<file path="src/rtl/mux_stream_pkg.sv">
// Shared types and helpers for the streaming channel mux.
// Latency: none (types, constants and a pure function only).
// Backpressure: not applicable.
package mux_stream_pkg;

    typedef enum logic {
        MODE_FIXED = 1'b0,
        MODE_RR    = 1'b1
    } mode_e;

    localparam int DEF_N_CH = 4;
    localparam int DEF_W    = 8;

    // Modulo-n increment used to advance the round-robin start point.
    function automatic int next_idx(input int idx, input int n);
        return (idx + 1 >= n) ? 0 : idx + 1;
    endfunction

endpackage

</file>
<file path="src/rtl/rr_arbiter.sv">
// Round-robin grant search with packet lock: picks the first requester at or after rr_ptr.
// Latency: purely combinational, zero cycles.
// Backpressure: none here; the caller qualifies the grant with its own load enable.
module rr_arbiter #(
    parameter  int N_CH  = 4,
    localparam int SEL_W = $clog2(N_CH)
) (
    input  logic [N_CH-1:0]  req_i,
    input  logic [SEL_W-1:0] rr_ptr_i,
    input  logic             lock_i,
    input  logic [SEL_W-1:0] locked_ch_i,
    output logic [SEL_W-1:0] grant_o,
    output logic             grant_vld_o
);

    // Locked: only the owning channel may be granted. Unlocked: scan from the
    // farthest offset down to offset 0 so the nearest requester wins last.
    always_comb begin
        grant_o     = '0;
        grant_vld_o = 1'b0;
        if (lock_i) begin
            grant_o = locked_ch_i;
            for (int i = 0; i < N_CH; i++) begin
                if (SEL_W'(i) == locked_ch_i) begin
                    grant_vld_o = req_i[i];
                end
            end
        end else begin
            for (int k = N_CH - 1; k >= 0; k--) begin
                for (int i = 0; i < N_CH; i++) begin
                    if ((int'(rr_ptr_i) + k == i || int'(rr_ptr_i) + k == i + N_CH) && req_i[i]) begin
                        grant_o     = SEL_W'(i);
                        grant_vld_o = 1'b1;
                    end
                end
            end
        end
    end

endmodule

</file>
<file path="src/rtl/mux_stream_rr.sv">
// N_CH-to-1 stream mux, fixed select or round-robin with packet lock, registered output.
// Latency: 1 cycle from input transfer to out_valid; 1 beat/cycle when out_ready stays high.
// Backpressure: in_ready goes low for all channels while the output register is full and stalled.
module mux_stream_rr
    import mux_stream_pkg::*;
#(
    parameter  int N_CH  = DEF_N_CH,
    parameter  int W     = DEF_W,
    localparam int SEL_W = $clog2(N_CH)
) (
    input  logic              clk,
    input  logic              rst_n,
    input  logic              mode,
    input  logic [SEL_W-1:0]  sel,
    input  logic [N_CH-1:0]   in_valid,
    input  logic [N_CH*W-1:0] in_data,
    input  logic [N_CH-1:0]   in_last,
    output logic [N_CH-1:0]   in_ready,
    output logic              out_valid,
    output logic [W-1:0]      out_data,
    output logic              out_last,
    output logic [SEL_W-1:0]  out_ch,
    input  logic              out_ready
);

    mode_e            mode_s;
    logic             load_en;
    logic             fix_vld;
    logic [SEL_W-1:0] arb_g;
    logic             arb_vld;
    logic [SEL_W-1:0] g;
    logic             grant_vld;
    logic             xfer;
    logic [W-1:0]     sel_dat;
    logic             sel_last;

    logic             out_valid_q;
    logic [W-1:0]     out_data_q;
    logic             out_last_q;
    logic [SEL_W-1:0] out_ch_q;
    logic [SEL_W-1:0] rr_ptr_q, rr_ptr_d;
    logic             lock_q, lock_d;
    logic [SEL_W-1:0] locked_ch_q, locked_ch_d;

    assign mode_s = mode_e'(mode);

    // The output register can take a beat when empty or being drained this cycle.
    assign load_en = !out_valid_q || out_ready;

    rr_arbiter #(.N_CH(N_CH)) u_arb (
        .req_i       (in_valid),
        .rr_ptr_i    (rr_ptr_q),
        .lock_i      (lock_q),
        .locked_ch_i (locked_ch_q),
        .grant_o     (arb_g),
        .grant_vld_o (arb_vld)
    );

    // Fixed-mode request check; an out-of-range sel matches no channel and never grants.
    always_comb begin
        fix_vld = 1'b0;
        for (int i = 0; i < N_CH; i++) begin
            if (SEL_W'(i) == sel) begin
                fix_vld = in_valid[i];
            end
        end
    end

    assign g         = (mode_s == MODE_RR) ? arb_g   : sel;
    assign grant_vld = (mode_s == MODE_RR) ? arb_vld : fix_vld;
    assign xfer      = rst_n && load_en && grant_vld;

    // Steer the granted channel's data/last and raise its single ready bit.
    always_comb begin
        sel_dat  = '0;
        sel_last = 1'b0;
        in_ready = '0;
        for (int i = 0; i < N_CH; i++) begin
            if (SEL_W'(i) == g) begin
                sel_dat     = in_data[i*W +: W];
                sel_last    = in_last[i];
                in_ready[i] = xfer;
            end
        end
    end

    // Lock follows packet boundaries in round-robin; fixed mode drops any lock and freezes the pointer.
    always_comb begin
        rr_ptr_d    = rr_ptr_q;
        lock_d      = lock_q;
        locked_ch_d = locked_ch_q;
        if (mode_s == MODE_FIXED) begin
            lock_d = 1'b0;
        end else if (xfer) begin
            if (sel_last) begin
                lock_d   = 1'b0;
                rr_ptr_d = SEL_W'(next_idx(int'(g), N_CH));
            end else begin
                lock_d      = 1'b1;
                locked_ch_d = g;
            end
        end
    end

    // Arbitration state and the single output register; reset discards any in-flight packet.
    always_ff @(posedge clk or negedge rst_n) begin
        if (!rst_n) begin
            out_valid_q <= 1'b0;
            out_data_q  <= '0;
            out_last_q  <= 1'b0;
            out_ch_q    <= '0;
            rr_ptr_q    <= '0;
            lock_q      <= 1'b0;
            locked_ch_q <= '0;
        end else begin
            rr_ptr_q    <= rr_ptr_d;
            lock_q      <= lock_d;
            locked_ch_q <= locked_ch_d;
            if (xfer) begin
                out_valid_q <= 1'b1;
                out_data_q  <= sel_dat;
                out_last_q  <= sel_last;
                out_ch_q    <= g;
            end else if (out_ready) begin
                out_valid_q <= 1'b0;
            end
        end
    end

    assign out_valid = out_valid_q;
    assign out_data  = out_data_q;
    assign out_last  = out_last_q;
    assign out_ch    = out_ch_q;

endmodule

</file>
<file path="config.mk">
export PLATFORM = sky130hd
export DESIGN_NAME = mux_stream_rr
export DESIGN_NICKNAME = d
export VERILOG_FILES = /design/src/rtl/mux_stream_pkg.sv /design/src/rtl/rr_arbiter.sv /design/src/rtl/mux_stream_rr.sv
export SDC_FILE = /design/constraint.sdc
export NUM_CORES = 1
export LEC_CHECK = 0
export BUFFER_PORTS_ARGS = -buffer_cell sky130_fd_sc_hd__buf_4
export CAP_MARGIN = 30
export CORE_UTILIZATION = 49
export DETAILED_ROUTE_END_ITERATION = 12
export GPL_TIMING_DRIVEN = 0
export HOLD_SLACK_MARGIN = 0.05
export PLACE_DENSITY_LB_ADDON = 0.1
export SYNTH_ARGS = -nofsm -noshare
export SYNTH_HDL_FRONTEND = slang
export SYNTH_HIERARCHICAL = 1
export SYNTH_SLANG_ARGS = --single-unit
</file>
<file path="constraint.sdc">
create_clock -name clk -period 6.06 [get_ports clk]
set_input_delay 0.303 -clock clk [delete_from_list [all_inputs] [get_ports clk]]
set_output_delay 0.303 -clock clk [all_outputs]
set_load 0.01 [all_outputs]
</file>
Word level (Yosys, flattened, before mapping)
Cells that the tools add are included.
{"block": "op_classes", "add_sub_neg": 4, "mul": 0, "div_mod_pow": 0, "n_lt_le_gt_ge": 1, "n_eq_ne": 34, "shift": 0, "muxes": 61, "bitwise": 1, "n_reduce_logical": 42}
{"op": "$eq 32x4->1 const B", "count": 12}
{"op": "$eq 32x3->1 const B", "count": 6}
{"op": "$logic_not 32->1", "count": 4}
{"op": "$eq 32x2->1 const B", "count": 3}
{"op": "$mux 1", "count": 40}
{"op": "$mux 2", "count": 17}
{"op": "$mux 8", "count": 4}
{"op": "$logic_and 1x1->1", "count": 18}
{"op": "$logic_or 1x1->1", "count": 13}
{"op": "$eq 2x2->1 const A", "count": 6}
{"op": "$add 2x1->3 const B", "count": 2}
{"op": "$add 2x2->3 const B", "count": 2}
{"op": "$eq 1x2->1 const A", "count": 3}
{"op": "$logic_not 2->1", "count": 3}
{"op": "$reduce_and 3->1", "count": 2}
{"op": "$eq 2x2->1 const B", "count": 2}
{"op": "$ge 3x3->1 const B", "count": 1}
{"op": "$eq 2x1->1 const B", "count": 1}
{"op": "$ne 2x1->1 const B", "count": 1}
{"op": "$reduce_bool 2->1", "count": 1}
{"op": "$logic_not 1->1", "count": 1}
{"op": "$not 1->1", "count": 1}
{"block": "totals", "register_bits": 17, "latch_bits": 0, "ramBits": 0, "rom_bits": 0, "inputBits": 46, "out_inout_bits": 16, "wordCells": 150, "mem_count": 0}

Depth between registers and ports, before layout
{"block": "logic_depth", "depth_word": 29, "depth_mapped": 11}

Hierarchy
Netlist, hierarchy kept.
{"mod": "mux_stream_rr", "n_inst": 1, "cells_per_inst": 113, "area_each_um2": 1081.0, "seq_area_each_um2": 425.4}
{"mod": "rr_arbiter", "n_inst": 1, "cells_per_inst": 23, "area_each_um2": 157.7, "seq_area_each_um2": 0.0}

Least setup slack after synthesis
OpenSTA, ideal clock, no wires.
{"block": "synth_path", "kind": "register -> output", "from": "register rr_ptr_q[1]", "to": "output in_ready[3]", "t_arrival_ns": 2.313, "required_time_ns": 5.757, "setup_slack_ns": 3.444, "path_stages_with_launch": 10, "cell_sequence": "dfrtp_1 o21ba_1 a2111o_1 a31oi_1 mux2i_1 inv_1 ha_1 buf_1 clkinv_1 nor2_1"}
{"element": "from (decl)", "line": "mux_stream_rr.sv:41", "rtl": "logic [SEL_W-1:0] rr_ptr_q, rr_ptr_d;"}
{"element": "from (signal assigned)", "line": "mux_stream_rr.sv:116", "rtl": "rr_ptr_q <= rr_ptr_d;"}
{"element": "$add 2x2->3", "line": "rr_arbiter.sv:31", "rtl": "if ((int'(rr_ptr_i) + k == i || int'(rr_ptr_i) + k == i + N_CH) && req_i[i]) begin"}
{"element": "$eq 32x3->1 / $eq 32x4->1 (equally long branches)", "line": "rr_arbiter.sv:31"}
{"element": "$logic_or 1x1->1", "line": "rr_arbiter.sv:31"}
{"element": "$logic_and 1x1->1", "line": "rr_arbiter.sv:31"}
{"element": "$mux 2 (13 in a row)", "line": "rr_arbiter.sv:31"}
{"element": "$mux 2 (*)", "line": "rr_arbiter.sv:31"}
{"element": "$mux 2 (*)", "line": "rr_arbiter.sv:21", "rtl": "if (lock_i) begin"}
{"element": "via arb_g[1]", "line": "mux_stream_rr.sv:29", "rtl": "logic [SEL_W-1:0] arb_g;"}
{"element": "$mux 2 (*)", "line": "mux_stream_rr.sv:69", "rtl": "assign g = (mode_s == MODE_RR) ? arb_g : sel;"}
{"element": "via g[1]", "line": "mux_stream_rr.sv:31", "rtl": "logic [SEL_W-1:0] g;"}
{"element": "$eq 2x2->1 (*)", "line": "mux_stream_rr.sv:79", "rtl": "if (SEL_W'(i) == g) begin"}
{"element": "$mux 1 (*)", "line": "mux_stream_rr.sv:79"}
{"element": "to (decl)", "line": "mux_stream_rr.sv:18", "rtl": "output logic [N_CH-1:0] in_ready,"}
The timed path passes the listed nets; every way through them passes the cells marked *.

Final worst setup path
Ends and elaborated chain as after synthesis.

==> key figures <==
Detailed routing
  – First-pass iteration count of the detailed router: 4
  – Total number of vias: 1,288
  – Routed WL per cell: 14.7 um
  – Via density: 5.62
  – Final routed DRC violation total: 0
  – Iteration-0 DRC Markers: 45
  – DRT Wirelength: 3.36 mm
  – Detail Route Antenna Nets: 0

Logic synthesis
  – Syn Nets: 186
  – Post-synthesis async set-or-reset flop share: 1.00
  – Top cells by area, synth: dfrtp_1 34%, a221o_1 5.7%, o21ai_0 5.7%
  – Sequential share of the synthesized area: 0.343
  – Synth cell count leaders: 17 x dfrtp_1, 17 x nand2_1, 14 x o21ai_0
  – #FFs+latches synth: 17
  – Post-synth top area share: 0.343
  – Cells after Synth: 136
  – Avg Inst Size Synth: 9.11 um2
  – Post-Syn Area: 0.00124 mm2
  – Post-synth cell types: 35
  – Number of synthesized flops with an enable pin: 0
  – Ys Warns: 6
  – Top FF cell, synth: dfrtp_1
  – Largest area contributor in the netlist: dfrtp_1

STA
  – Period Utilization, post-route: 0.569
  – Slew @ Worst Pin: 453 ps
  – RSZ-0062 raised after global routing: no
  – Fin. max-slew vios: 0
  – Setup violators final: 0
  – Final setup TNS: 0 ps
  – Max Fclk: 0.290 GHz
  – Min Tclk post-route: 3450 ps
  – Max_slew headroom: 0.695
  – Hold Vio Cnt, Final: 0
  – Clk_skew: 5.08 ps

Setup path
  – CP peak stage delay: 470 ps
  – Crit path max fanout: 10
  – CP Cell Sequence: o21ba_1, a2111o_1, a31oi_1, mux2i_1, inv_1, ha_1, buf_1, clkinv_1, nor2_1, buf_4
  – Top delay family on crit path: buffers and inverters
  – Worst setup EP type: primary output
  – WP data arrival: 3140 ps
  – Startpoint Class: flop
  – Required @ worst endpoint: 5760 ps
  – Buf/Inv on CP: 4
  – CP max stage cell: dfrtp_1
  – CP Class: reg2out

Clock tree
  – CTS clk-pin slew, worst paths: 100 ps
  – Clock Latency Late Sink: 280 ps
  – Clock sink total: 17
  – Clock root buffer: clkbuf_4
  – CTS buffer count: 3
  – Resize count post-CTS: 0
  – TritonCTS clock tree: built
  – Clock Path Buffers: 2
  – H-tree Lvls: 1

Finish
  – Share of layout cells above drive strength 1: 0.373
  – Area Overhead vs Synth: 42.1%
  – Final #Nets: 252
  – Finished Layout Cells: 229
  – N_diodes: 0
  – FILL cells: 163

Die
  – Die Area: 0.00273 mm2
  – Starting Density: 0.539
  – Die Ht: 52.3 um
  – IO Pins: 62
  – Row count: 17
  – Core area: 0.00230 mm2
  – Die width: 52.3 um

Placed design
  – HPWL Detailed: 2.78 mm
  – Final RePlAce weighted congestion: 0.860
  – Buffers added on ports: 60
  – Placed Cells: 224

Global routing
  – Gr usage total: 0.259
  – Largest net degree at the start of global routing: 21
  – Antenna violations before repair: 0
  – Vias in the first global route: 1,175
  – Global-route wire length before repair: 5.24 mm
  – Global route overflow: 0

Job
  – Total of max-cap violations: 0

Pwr
  – Switching pwr: 0.250 mW
  – Pwr/cell area: 352 mW/mm2
  – Comb pwr share: 0.574
  – Share of power burned in registers: 0.330
  – Lkg Pwr: 0.851 nW
  – Clock share of power: 0.096
  – Pint: 0.370 mW
  – Switch share: 0.403
  – Maximum VDD drop: 0.230 mV

Min path
  – Hold Crit Class: in2reg

Run status
  – Outcome: finished, final reports clean
worst paths after layout:
kind / start / to / slack, ps / cells past startpoint
hold / removal: in_data[29] / out_data[5]$_DFFE_PN0P_ / 330 / 3
hold reg to reg: out_data[5]$_DFFE_PN0P_ / out_data[5]$_DFFE_PN0P_ / 490 / 2
setup reg to reg: rr_ptr_q[1]$_DFFE_PN0P_ / out_data[3]$_DFFE_PN0P_ / 2840 / 11
setup / recovery: rr_ptr_q[1]$_DFFE_PN0P_ / in_ready[3] / 2610 / 10
min in group asynchronous: rst_n / out_valid$_DFFE_PN0P_ / 420 / 2
max in group asynchronous: rst_n / out_last$_DFFE_PN0P_ / 5430 / 2
cells by family after synthesis:
family,share of synthesized area
compound gates,0.320
fa+ha+maj,0.0404
buf+inv,0.0556
flops,0.343
mux,0.0808
simple gates,0.160
power groups by stage:
stage,sequential [mW],clock [mW],combinational (mW)
3_5_place_dp,0.207,0,0.354
6_report,0.204,0.0594,0.356
3_3_place_gp,0.202,0,0.338
5_1_grt,0.211,0.0664,0.392
4_1_cts,0.204,0.0592,0.356
2_1_floorplan,0.216,0,0.200
through the flow:
step	cell area (um2)	hold WS (ps)	worst slack, ps	utilization	power (mW)
6_report	1760	328	2610	0.766	0.620
5_1_grt	1760	339	2340	0.766	0.670
4_1_cts	1760	330	2610	0.766	0.619
3_5_place_dp	1720	190	2850	0.751	0.561
3_3_place_gp	1720	187	3080	0.751	0.540
2_1_floorplan	1240	7.41	3440	-	0.417
worst min-delay path: cells and delay by family:
kind	cells	cell delay [ps]
compound gates	2	200
buf+inv	1	70
sequential cells by signal, summed over array words and instances (netlist names):
| signal | cells |
|---|---|
| lock_q | 1 |
| locked_ch_q | 2 |
| out_ch | 2 |
| out_data | 8 |
| out_last | 1 |
| out_valid | 1 |
| rr_ptr_q | 2 |
cell usage in the layout, fill, tap and decap left out:
master	synthesis	layout
a2111o_1	1	1
a211oi_1	1	1
a21oi_1	3	3
a221o_1	7	7
a22oi_1	8	8
a2bb2oi_1	1	1
a31o_1	1	1
a31oi_1	2	2
and3_1	1	1
and3b_1	1	1
buf_1	1	1
buf_2	1	1
buf_4	0	60
buf_6	2	2
clkbuf_1	3	4
clkbuf_4	0	3
clkinv_1	2	2
dfrtp_1	17	17
dlygate4sd3_1	0	1
ha_1	4	4
inv_1	5	5
mux2_2	4	4
mux2i_1	1	1
mux4_2	2	2
nand2_1	17	17
nand2b_1	3	3
nand3_1	2	2
nand4_1	1	1
nor2_1	10	10
nor2b_1	6	6
o2111ai_4	1	1
o211a_1	1	1
o21a_1	8	8
o21ai_0	14	14
o21ai_2	2	2
o21ba_1	1	1
o311ai_1	1	1
or3b_1	1	1
cell type report:
class	instances	area, um2	share of cell area
buffer	7	42.5	0.0242
clock buffer	4	26.3	0.0149
inverter	7	26.3	0.0149
multi-input combinational	105	744	0.423
sequential	17	425	0.242
tap	28	35.0	0.0199
timing repair buffer	61	460	0.262
routing by layer:
metal,up-vias,part of all wire,global-route usage,routed length [um]
met5,-,0,0,0
met4,0,0.0086,0.0395,29
met3,4,0.074,0.0493,247
met2,64,0.49,0.424,1660
met1,585,0.42,0.359,1420
li1,635,-,-,-
timing repair:
action / CTS / global route
endpoints found under the hold margin: 17 / 0
hold buffers: 1 / 0
buffers inserted: 0 / 0
setup endpoints to repair: 0 / 0
Note: power is estimated with default switching activity, not from simulation.
